===== src/rtl/prog_rom_arbiter_if.sv =====
// ---------------------------------------------------------------------------
// prog_rom_arbiter_if
//   Bundles the three buses that meet at the program RAMROM arbiter:
//     cpu_*  : instruction fetch side (address in, instruction/stall/reset out)
//     load_* : serial program loader side (request, write strobe, status)
//     rom_*  : the single RAMROM port (address/data/we out, read data in)
//   Modports:
//     slave  : the arbiter's view
//     master : the surrounding system's view (fetch unit, loader, RAMROM)
// ---------------------------------------------------------------------------
interface prog_rom_arbiter_if #(
   parameter int ADDR_W = 14,
   parameter int DATA_W = 32
);
   logic [ADDR_W-1:0] cpu_adr;
   logic [DATA_W-1:0] cpu_inst;
   logic              cpu_stall;
   logic              cpu_rst;

   logic              load_req;
   logic              load_we;
   logic [ADDR_W-1:0] load_adr;
   logic [DATA_W-1:0] load_data;
   logic              load_done;
   logic              load_gnt;
   logic              load_ack;
   logic              load_err;
   logic [ADDR_W:0]   load_cnt;

   logic [ADDR_W-1:0] rom_adr;
   logic [DATA_W-1:0] rom_din;
   logic              rom_we;
   logic [DATA_W-1:0] rom_dout;

   modport slave (
      input  cpu_adr, load_req, load_we, load_adr, load_data, load_done, rom_dout,
      output cpu_inst, cpu_stall, cpu_rst, load_gnt, load_ack, load_err, load_cnt,
             rom_adr, rom_din, rom_we
   );

   modport master (
      output cpu_adr, load_req, load_we, load_adr, load_data, load_done, rom_dout,
      input  cpu_inst, cpu_stall, cpu_rst, load_gnt, load_ack, load_err, load_cnt,
             rom_adr, rom_din, rom_we
   );
endinterface


===== src/rtl/prog_rom_arbiter.sv =====
// ---------------------------------------------------------------------------
// prog_rom_arbiter
//   Time-shares the single port of the program RAMROM between CPU instruction
//   fetch and a serial program loader.
//   RUN -> DRAIN -> LOAD -> RELEASE -> RUN
//     RUN     : fetch address drives the RAMROM, read data goes to fetch.
//     DRAIN   : fetch keeps the port for DRAIN_CYCLES while stalled.
//     LOAD    : CPU held in reset, loader owns the port and writes words.
//     RELEASE : CPU still in reset for RELEASE_CYCLES, port back on fetch
//               so the first RUN cycle already has the PC=0 word.
//   Ports:
//     clk     : system clock, all state changes on posedge
//     rst_n   : asynchronous active-low reset
//     bus_if  : prog_rom_arbiter_if.slave (cpu_*, load_*, rom_* signals)
// ---------------------------------------------------------------------------
module prog_rom_arbiter #(
   parameter int ADDR_W         = 14,
   parameter int DATA_W         = 32,
   parameter int ROM_DEPTH      = 16384,
   parameter int DRAIN_CYCLES   = 4,
   parameter int RELEASE_CYCLES = 2
) (
   input  logic                  clk,
   input  logic                  rst_n,
   prog_rom_arbiter_if.slave     bus_if
);

   localparam int CNT_MAX = (DRAIN_CYCLES > RELEASE_CYCLES) ? DRAIN_CYCLES : RELEASE_CYCLES;
   localparam int CNT_W   = (CNT_MAX > 1) ? $clog2(CNT_MAX) : 1;
   localparam logic [CNT_W-1:0]  DRAIN_LOAD = CNT_W'(DRAIN_CYCLES - 1);
   localparam logic [CNT_W-1:0]  REL_LOAD   = CNT_W'(RELEASE_CYCLES - 1);
   localparam logic [ADDR_W:0]   DEPTH_L    = (ADDR_W+1)'(ROM_DEPTH);

   typedef enum logic [1:0] {
      ST_RUN     = 2'd0,
      ST_DRAIN   = 2'd1,
      ST_LOAD    = 2'd2,
      ST_RELEASE = 2'd3
   } state_t;

   state_t            state_q, state_d;
   logic [CNT_W-1:0]  cnt_q, cnt_d;
   logic              ack_q, ack_d;
   logic              err_q, err_d;
   logic [ADDR_W:0]   lcnt_q, lcnt_d;
   logic              in_range;

   // Zero-extend so a ROM_DEPTH of 2**ADDR_W compares correctly.
   assign in_range = ({1'b0, bus_if.load_adr} < DEPTH_L);

   // State register
   always_ff @(posedge clk or negedge rst_n) begin
      if (!rst_n) begin
         state_q <= ST_RUN;
         cnt_q   <= '0;
         ack_q   <= 1'b0;
         err_q   <= 1'b0;
         lcnt_q  <= '0;
      end else begin
         state_q <= state_d;
         cnt_q   <= cnt_d;
         ack_q   <= ack_d;
         err_q   <= err_d;
         lcnt_q  <= lcnt_d;
      end
   end

   // Next-state logic
   always_comb begin
      state_d = state_q;
      cnt_d   = cnt_q;
      ack_d   = 1'b0;
      err_d   = err_q;
      lcnt_d  = lcnt_q;
      case (state_q)
         ST_RUN: begin
            if (bus_if.load_req) begin
               // New session: status from the previous one is discarded here.
               state_d = ST_DRAIN;
               cnt_d   = DRAIN_LOAD;
               err_d   = 1'b0;
               lcnt_d  = '0;
            end
         end
         ST_DRAIN: begin
            // A dropped request is deliberately ignored; the drain always completes.
            if (cnt_q == '0) state_d = ST_LOAD;
            else             cnt_d   = cnt_q - CNT_W'(1);
         end
         ST_LOAD: begin
            if (bus_if.load_we) begin
               if (in_range) begin
                  ack_d = 1'b1;
                  if (lcnt_q != DEPTH_L) lcnt_d = lcnt_q + (ADDR_W+1)'(1);
               end else begin
                  err_d = 1'b1;
               end
            end
            // A write coinciding with done is still performed (rom_we is comb).
            if (bus_if.load_done) begin
               state_d = ST_RELEASE;
               cnt_d   = REL_LOAD;
            end
         end
         ST_RELEASE: begin
            if (cnt_q == '0) state_d = ST_RUN;
            else             cnt_d   = cnt_q - CNT_W'(1);
         end
         default: state_d = ST_RUN;
      endcase
   end

   // Output logic
   always_comb begin
      bus_if.cpu_inst  = '0;
      bus_if.cpu_stall = 1'b0;
      bus_if.cpu_rst   = 1'b0;
      bus_if.load_gnt  = 1'b0;
      bus_if.rom_adr   = bus_if.cpu_adr;
      bus_if.rom_din   = '0;
      bus_if.rom_we    = 1'b0;
      case (state_q)
         ST_RUN: begin
            bus_if.cpu_inst = bus_if.rom_dout;
         end
         ST_DRAIN: begin
            bus_if.cpu_stall = 1'b1;
         end
         ST_LOAD: begin
            bus_if.cpu_stall = 1'b1;
            bus_if.cpu_rst   = 1'b1;
            bus_if.load_gnt  = 1'b1;
            bus_if.rom_adr   = bus_if.load_adr;
            bus_if.rom_din   = bus_if.load_data;
            bus_if.rom_we    = bus_if.load_we && in_range;
         end
         ST_RELEASE: begin
            // Port already back on fetch so PC=0 is read during release.
            bus_if.cpu_stall = 1'b1;
            bus_if.cpu_rst   = 1'b1;
         end
         default: ;
      endcase
   end

   assign bus_if.load_ack = ack_q;
   assign bus_if.load_err = err_q;
   assign bus_if.load_cnt = lcnt_q;

endmodule

===== src/flat_wrapper.sv =====
// flat-port wrapper written by rule: the top's interface ports become plain ports
module prog_rom_arbiter_flat 
#(
   parameter int ADDR_W         = 14,
   parameter int DATA_W         = 32,
   parameter int ROM_DEPTH      = 16384,
   parameter int DRAIN_CYCLES   = 4,
   parameter int RELEASE_CYCLES = 2
)
  (clk, rst_n, bus_if_cpu_adr, bus_if_load_req, bus_if_load_we, bus_if_load_adr, bus_if_load_data, bus_if_load_done, bus_if_rom_dout, bus_if_cpu_inst, bus_if_cpu_stall, bus_if_cpu_rst, bus_if_load_gnt, bus_if_load_ack, bus_if_load_err, bus_if_load_cnt, bus_if_rom_adr, bus_if_rom_din, bus_if_rom_we);
  prog_rom_arbiter_if #(.ADDR_W(ADDR_W), .DATA_W(DATA_W)) bus_if_i ();
  input  logic clk;
  input  logic rst_n;
  input wire logic [$bits(bus_if_i.cpu_adr)-1:0] bus_if_cpu_adr;
  input wire logic [$bits(bus_if_i.load_req)-1:0] bus_if_load_req;
  input wire logic [$bits(bus_if_i.load_we)-1:0] bus_if_load_we;
  input wire logic [$bits(bus_if_i.load_adr)-1:0] bus_if_load_adr;
  input wire logic [$bits(bus_if_i.load_data)-1:0] bus_if_load_data;
  input wire logic [$bits(bus_if_i.load_done)-1:0] bus_if_load_done;
  input wire logic [$bits(bus_if_i.rom_dout)-1:0] bus_if_rom_dout;
  output wire logic [$bits(bus_if_i.cpu_inst)-1:0] bus_if_cpu_inst;
  output wire logic [$bits(bus_if_i.cpu_stall)-1:0] bus_if_cpu_stall;
  output wire logic [$bits(bus_if_i.cpu_rst)-1:0] bus_if_cpu_rst;
  output wire logic [$bits(bus_if_i.load_gnt)-1:0] bus_if_load_gnt;
  output wire logic [$bits(bus_if_i.load_ack)-1:0] bus_if_load_ack;
  output wire logic [$bits(bus_if_i.load_err)-1:0] bus_if_load_err;
  output wire logic [$bits(bus_if_i.load_cnt)-1:0] bus_if_load_cnt;
  output wire logic [$bits(bus_if_i.rom_adr)-1:0] bus_if_rom_adr;
  output wire logic [$bits(bus_if_i.rom_din)-1:0] bus_if_rom_din;
  output wire logic [$bits(bus_if_i.rom_we)-1:0] bus_if_rom_we;
  assign bus_if_i.cpu_adr = bus_if_cpu_adr;
  assign bus_if_i.load_req = bus_if_load_req;
  assign bus_if_i.load_we = bus_if_load_we;
  assign bus_if_i.load_adr = bus_if_load_adr;
  assign bus_if_i.load_data = bus_if_load_data;
  assign bus_if_i.load_done = bus_if_load_done;
  assign bus_if_i.rom_dout = bus_if_rom_dout;
  assign bus_if_cpu_inst = bus_if_i.cpu_inst;
  assign bus_if_cpu_stall = bus_if_i.cpu_stall;
  assign bus_if_cpu_rst = bus_if_i.cpu_rst;
  assign bus_if_load_gnt = bus_if_i.load_gnt;
  assign bus_if_load_ack = bus_if_i.load_ack;
  assign bus_if_load_err = bus_if_i.load_err;
  assign bus_if_load_cnt = bus_if_i.load_cnt;
  assign bus_if_rom_adr = bus_if_i.rom_adr;
  assign bus_if_rom_din = bus_if_i.rom_din;
  assign bus_if_rom_we = bus_if_i.rom_we;
  prog_rom_arbiter #(.ADDR_W(ADDR_W), .DATA_W(DATA_W), .ROM_DEPTH(ROM_DEPTH), .DRAIN_CYCLES(DRAIN_CYCLES), .RELEASE_CYCLES(RELEASE_CYCLES)) u_core (.clk(clk), .rst_n(rst_n), .bus_if(bus_if_i));
endmodule

===== config.mk =====
export PLATFORM = sky130hd
export DESIGN_NAME = prog_rom_arbiter_flat
export DESIGN_NICKNAME = d
export VERILOG_FILES = /design/src/rtl/prog_rom_arbiter_if.sv /design/src/rtl/prog_rom_arbiter.sv /design/src/flat_wrapper.sv
export SDC_FILE = /design/constraint.sdc
export NUM_CORES = 1
export LEC_CHECK = 0
export CAP_MARGIN = 0
export CORE_MARGIN = 8
export CORE_UTILIZATION = 32
export CTS_CLUSTER_DIAMETER = 200
export DETAILED_ROUTE_END_ITERATION = 16
export HOLD_SLACK_MARGIN = 0.15
export PLACE_DENSITY = 0.88
export SETUP_SLACK_MARGIN = 0.2
export SYNTH_ARGS = -nofsm -noshare
export SYNTH_HDL_FRONTEND = slang
export SYNTH_SLANG_ARGS = --single-unit
export TNS_END_PERCENT = 20

===== constraint.sdc =====
create_clock -name clk -period 3.76 [get_ports clk]
set_input_delay 0.564 -clock clk [delete_from_list [all_inputs] [get_ports clk]]
set_output_delay 0.564 -clock clk [all_outputs]
set_load 0.02 [all_outputs]

==> impl_results.md <==
* Status: finished clean
* CP Cell Sequence: inv_1 -> ha_2 -> buf_4 -> mux2_2 -> clkdlybuf4s50_1
* Pwr Density at 641.0 nW/um2
* Most common cell in the synthesized netlist: and2_1
* Minimum clock period at 3.151 ns
* Nets at 527
* Via density per instance at 4.829
* Clock root cell: clkbuf_8
* Fin crit share at 0.8380
* Leakage dissipation at 1.522 nW
* Area contributors post-synth: dfrtp_1 (26%), and2_1 (21%), mux2_2 (8.8%)
* H-Tree Depth at 1
* Hold crit path type: register to register
* Yosys synthesis warning count at 0
* Proportion of synthesized chip area in sequential cells at 0.2609
* Max-slew violation total from the final report at 0
* Post-route ant nets at 0
* # setup viols final at 0
* Clock slew seen by the registers of the worst setup and hold paths at 0.08 ns
* Cell variety after synth at 39
* Maximum clock rate at 317.4 MHz
* CTS tree: done
* DP Wirelength at 6871 um
* Drt initial violations at 166
* Die height at 93.42 um
* Synth top area share at 0.2609
* Max-slew headroom at 0.4042
* Port Buffers at 194
* Initial antenna violation count at 0
* Layout cell share with drive strength beyond 1 at 0.06176
* Drt total wl at 8287 um
* Syn Nets at 344
* MaxCap Viol Count at 0
* # IOs at 196
* Post-synth EDFFs at 0
* Cells after synthesis at 239
* Synth Cell Area at 1918 um2
* RSZ-0062 raised after global routing: false
* Vias at 2395
* Setup Buffers After CTS at 0
* Chip Width at 93.42 um
* First-pass iteration count of the detailed router at 4
* Critical Path RT at 3.20 ns
* Worst-case clock skew at 0.005567 ns
* Skew-Pair Late Insertion Delay at 0.26 ns
* Worst slew pin tran at 0.8910 ns
* GPL Wtd Cong at 0.7999
* Crit path DAT at 2.59 ns
* Num rows at 28
* Max incr delay on CP at 0.56 ns
* First-pass GRT wire length at 12740 um
* PostCTS Resize Cnt at 0
* Vias in the first global route at 2534
* Largest net degree at the start of global routing at 30
* Ant. Diodes at 0
* Crit path max fanout at 29
* Most common flop cell mapped by yosys: dfrtp_1
* P&R area growth vs syn at 106.5%
* Setup crit start kind: register
* FFs w/ async S/R, synth at 1.000
* Clock Tree Buf Depth at 2
* Number of fill cells at 479
* Total DRC errors in the routed layout at 0
* Initial Utilization at 0.3278
* Post-CTS Hold Buffers at 0
* Num CTS Buffers at 3
* Maximum vdd drop at 0.0003950 V
* CP max-delay cell: clkdlybuf4s50_1
* Kind of critical path: register to output port
* Leading post-synthesis cells by instance count: and2_1 (65), dfrtp_1 (20), o21ai_0 (19), nand2_1 (16), mux2_2 (15)
* Endpoint type of the worst setup path: output port
* Global Route Usage Sum at 0.1797
* Synth Area per Inst at 8.025 um2
* Wirelength per Cell at 16.71 um
* Pwr Total at 0.002538 W
* Core area at 5851 um2
* Area leader, netlist: dfrtp_1
* Final hold violations at 0
* Grt total ovfl at 0
* Die area at 8727 um2
* Setup_tns at 0 ns
* FF+latch count, synth at 20
* CTS sink count at 20
==> routing by layer <==
metal,up-vias,GRT usage,part of all wire
met5,-,0,0
met4,0,0.02013,0.0053
met3,6,0.06731,0.090
met2,100,0.3408,0.54
met1,1092,0.1870,0.36
li1,1197,-,-
==> worst paths after layout <==
| path | from | end | slack [ns] | cells past startpoint |
|---|---|---|---|---|
| worst max register to register | u_core.state_q[0] | u_core.bus_if.load_cnt[13] | 0.94 | 7 |
| worst min register to register | u_core.cnt_q[1] | u_core.cnt_q[1] | 0.55 | 2 |
| worst min-delay path | u_core.cnt_q[1] | u_core.cnt_q[1] | 0.55 | 2 |
| worst max-delay path | u_core.state_q[0] | bus_if_rom_adr[0] | 0.61 | 5 |
| max in group asynchronous | rst_n | u_core.bus_if.load_cnt[6] | 2.40 | 1 |
| min in group asynchronous | rst_n | u_core.bus_if.load_cnt[10] | 0.81 | 1 |
==> state kept, by name, summed over array words and instances, names as in the netlist <==
register and count:
u_core.bus_if.load_ack 1, u_core.state_q 2, u_core.bus_if.load_cnt 15, u_core.cnt_q 2
==> through the flow <==
stage,utilization,area (um2),worst slack (ns),cells,hold WS [ns]
CTS,0.6769,3960,0.5552,496,0.5476
finish,0.6769,3960,0.6091,496,0.5499
floorplan,-,1918,1.231,239,0.2684
global route,0.6769,3960,0.3909,496,0.5964
global placement,0.6647,3889,0.9484,492,0.5255
detailed placement,0.6647,3889,0.8444,492,0.5316
==> power by group <==
part	internal, W	switching [W]	total, W	leakage [nW]
clock network	0.000142	0.0000711	0.000213	0.0357
registers	0.000291	0.000111	0.000401	0.263
logic	0.000939	0.000985	0.00192	1.22
total	0.00137	0.00117	0.00254	1.52
==> critical path: cells and delay by family (launching register included) <==
kind	cells	cell delay, ns
flops	1	0.42
fa+ha+maj	1	0.49
buf+inv	3	1.04
mux	1	0.38
==> logic make-up (layout without fill, tap and decap cells) <==
family,Yosys count,in the layout,synth area share
multiplexers,16,16,0.09328
AO/OA/AOI/OAI,39,39,0.1331
buffers and inverters,28,210,0.06457
other,1,1,0.001955
AND/OR/NAND/NOR,127,127,0.3940
flip-flops,20,20,0.2609
adder cells (fa/ha/maj),8,8,0.05219
==> layout make-up <==
class | instances | area (um2) | share of cell area
timing repair buffer | 197 | 1964 | 0.4960
multi-input combinational | 191 | 1296 | 0.3273
sequential | 20 | 500.5 | 0.1264
tap | 75 | 93.84 | 0.02370
clock buffer | 3 | 41.29 | 0.01043
inverter | 9 | 33.78 | 0.008531
clock inverter | 1 | 30.03 | 0.007583
==> placed cells by master (no fill, tap or decap), drive strengths merged, types with 4 or more instances in the layout <==
cell             n
nand4            5
nand3b           4
a22o             4
and2            65
inv              9
o221ai           4
or4              4
nor3             4
dfrtp           20
mux2            15
nand3           10
nand2           16
ha               8
o211ai           4
o21ai           19
clkdlybuf4s50  194
(Power assumes the default switching activity.)
==> RTL edit: new RTL, same settings <==
`DRAIN_CYCLES` is set to 4 in 2 places; all go to 16.
--- a/src/rtl/prog_rom_arbiter.sv
+++ b/src/rtl/prog_rom_arbiter.sv
@@ -17,7 +17,7 @@
    parameter int ADDR_W         = 14,
    parameter int DATA_W         = 32,
    parameter int ROM_DEPTH      = 16384,
-   parameter int DRAIN_CYCLES   = 4,
+   parameter int DRAIN_CYCLES   = 16,
    parameter int RELEASE_CYCLES = 2
 ) (
    input  logic                  clk,
--- a/src/flat_wrapper.sv
+++ b/src/flat_wrapper.sv
@@ -4,7 +4,7 @@
    parameter int ADDR_W         = 14,
    parameter int DATA_W         = 32,
    parameter int ROM_DEPTH      = 16384,
-   parameter int DRAIN_CYCLES   = 4,
+   parameter int DRAIN_CYCLES   = 16,
    parameter int RELEASE_CYCLES = 2
 )
   (clk, rst_n, bus_if_cpu_adr, bus_if_load_req, bus_if_load_we, bus_if_load_adr, bus_if_load_data, bus_if_load_done, bus_if_rom_dout, bus_if_cpu_inst, bus_if_cpu_stall, bus_if_cpu_rst, bus_if_load_gnt, bus_if_load_ack, bus_if_load_err, bus_if_load_cnt, bus_if_rom_adr, bus_if_rom_din, bus_if_rom_we);
Function: changed (Yosys sat finds a counterexample within 10 cycles, from zero or initial values and one cycle with rst_n low).
==> RTL edit against the unedited design <==
Setup slack got worse by 0.10 ns. Final cell count increased by 2.4%. Largest cell class unchanged. Wire length rose by 17%. Via count is 8.9% higher. Hold slack got worse by 0.031 ns. Fmax decreased by 3.2%. Combinational power up 2%. Clock power grew 8%. Synthesized area rose by 5.3%. Clock skew decreased by 0.0037 ns. Critical path type unchanged. Sequential cell count rose by 2. Highest routed layer unchanged. Final area grew 3.3%. Power up 5.3%. Critical endpoint is now bus_if_rom_adr[12]. Critical path depth stayed put.
==> RTL edit: results <==
outcome:
  status: "completed"
sta:
  max_slew.worst_pin.slew_ns: 1.04
  skew_ns: 0.00184
  hold_ws_ns: 0.519
  finalCritPeriodShare: 0.865
finish:
  final_nets: 537
  n_fill_cell: 509
  drive_above_1_share: 0.0278
global_routing:
  grt_pass1_wl_um: 14200
  grt_max_degree: 50
  track_usage: 0.200
floorplan:
  die_w_um: 95.5
synth:
  syn_nets: 353
  ys_types: 45
  ys_warn_count: 0
  synth_top_cells_by_count: "and2_1 (66), dfrtp_1 (22), mux2_1 (15), nand2_1 (15), o21ai_0 (14)"
  ys_top_cells_by_area: "dfrtp_1 (27%), and2_1 (20%), mux2_1 (8.4%), ha_1 (5.0%), o21ai_0 (3.5%)"
  yosysSeqAreaShare: 0.272
detailed_routing:
  first_pass_iters: 4
  drtIter0Drc: 136
  routed_via_density: 5.13
  routed_wl_um: 9690
placed_design:
  place_hpwl_um: 8060
  preCtsSetupSlack_ns: 0.806
  place_congestion: 0.875
setup_path:
  worstRegToRegCells: 7
  cp.arrival_ns: 2.69
  critPathMaxFanout: 49
cts:
  root_buffer: "clkbuf_8"
  clk_path_buf_depth: 2
  postCtsSetupRepairBufs: 0
hold_path:
  whs_path_depth: 1
power_and_ir_drop:
  leakage_uw: 0.00158
  peakVddDrop_mv: 0.414
## RTL edit: per-layer routing
metal / share of wire / GRT usage / wire [um] / vias up
li1: - / - / - / 1242
met1: 0.35 / 0.194 / 3420 / 1185
met2: 0.50 / 0.387 / 4890 / 175
met3: 0.13 / 0.0850 / 1290 / 6
met4: 0.010 / 0.0320 / 97 / 0
met5: 0 / 0 / 0 / -
## RTL edit: worst max-delay path: stages (launching register included)
cell and delay, ns:
dfrtp_1 0.48, inv_1 0.20, ha_2 0.52, buf_12 0.28
mux2_1 0.35, clkdlybuf4s50_1 0.55
## RTL edit: power by group
part	switching [uW]	internal [uW]
registers	152	334
logic	1020	937
clock network	87.5	142
## RTL edit: cells by family after synthesis
| family | share of synthesized area |
|---|---|
| other | 0.00186 |
| adder cells (fa/ha/maj) | 0.0495 |
| multiplexers | 0.0836 |
| AND/OR/NAND/NOR | 0.386 |
| flip-flops | 0.272 |
| buffers and inverters | 0.0576 |
| AO/OA/AOI/OAI | 0.149 |
## RTL edit: layout make-up
cell class	count	share of cell area
sequential	22	0.135
timing repair buffer	197	0.483
multi-input combinational	197	0.331
clock buffer	3	0.0101
tap	77	0.0235
inverter	11	0.0101
clock inverter	1	0.00734
## RTL edit: worst paths after layout
kind / start / endpoint
worst max-delay path: u_core.state_q[0] / bus_if_rom_adr[12]
worst min-delay path: u_core.cnt_q[1] / u_core.cnt_q[1]
worst max register to register: u_core.state_q[0] / u_core.bus_if.load_cnt[7]
worst min register to register: u_core.cnt_q[1] / u_core.cnt_q[1]
max in group asynchronous: rst_n / u_core.cnt_q[2]
min in group asynchronous: rst_n / u_core.bus_if.load_cnt[5]
## RTL edit: through the flow
step / power [uW] / instances / util / instance area (um2)
floorplan: 1520 / 248 / - / 2020
global placement: 2420 / 504 / 0.644 / 4020
detailed placement: 2470 / 504 / 0.644 / 4020
CTS: 2700 / 508 / 0.656 / 4090
global route: 2850 / 508 / 0.656 / 4090
finish: 2670 / 508 / 0.656 / 4090
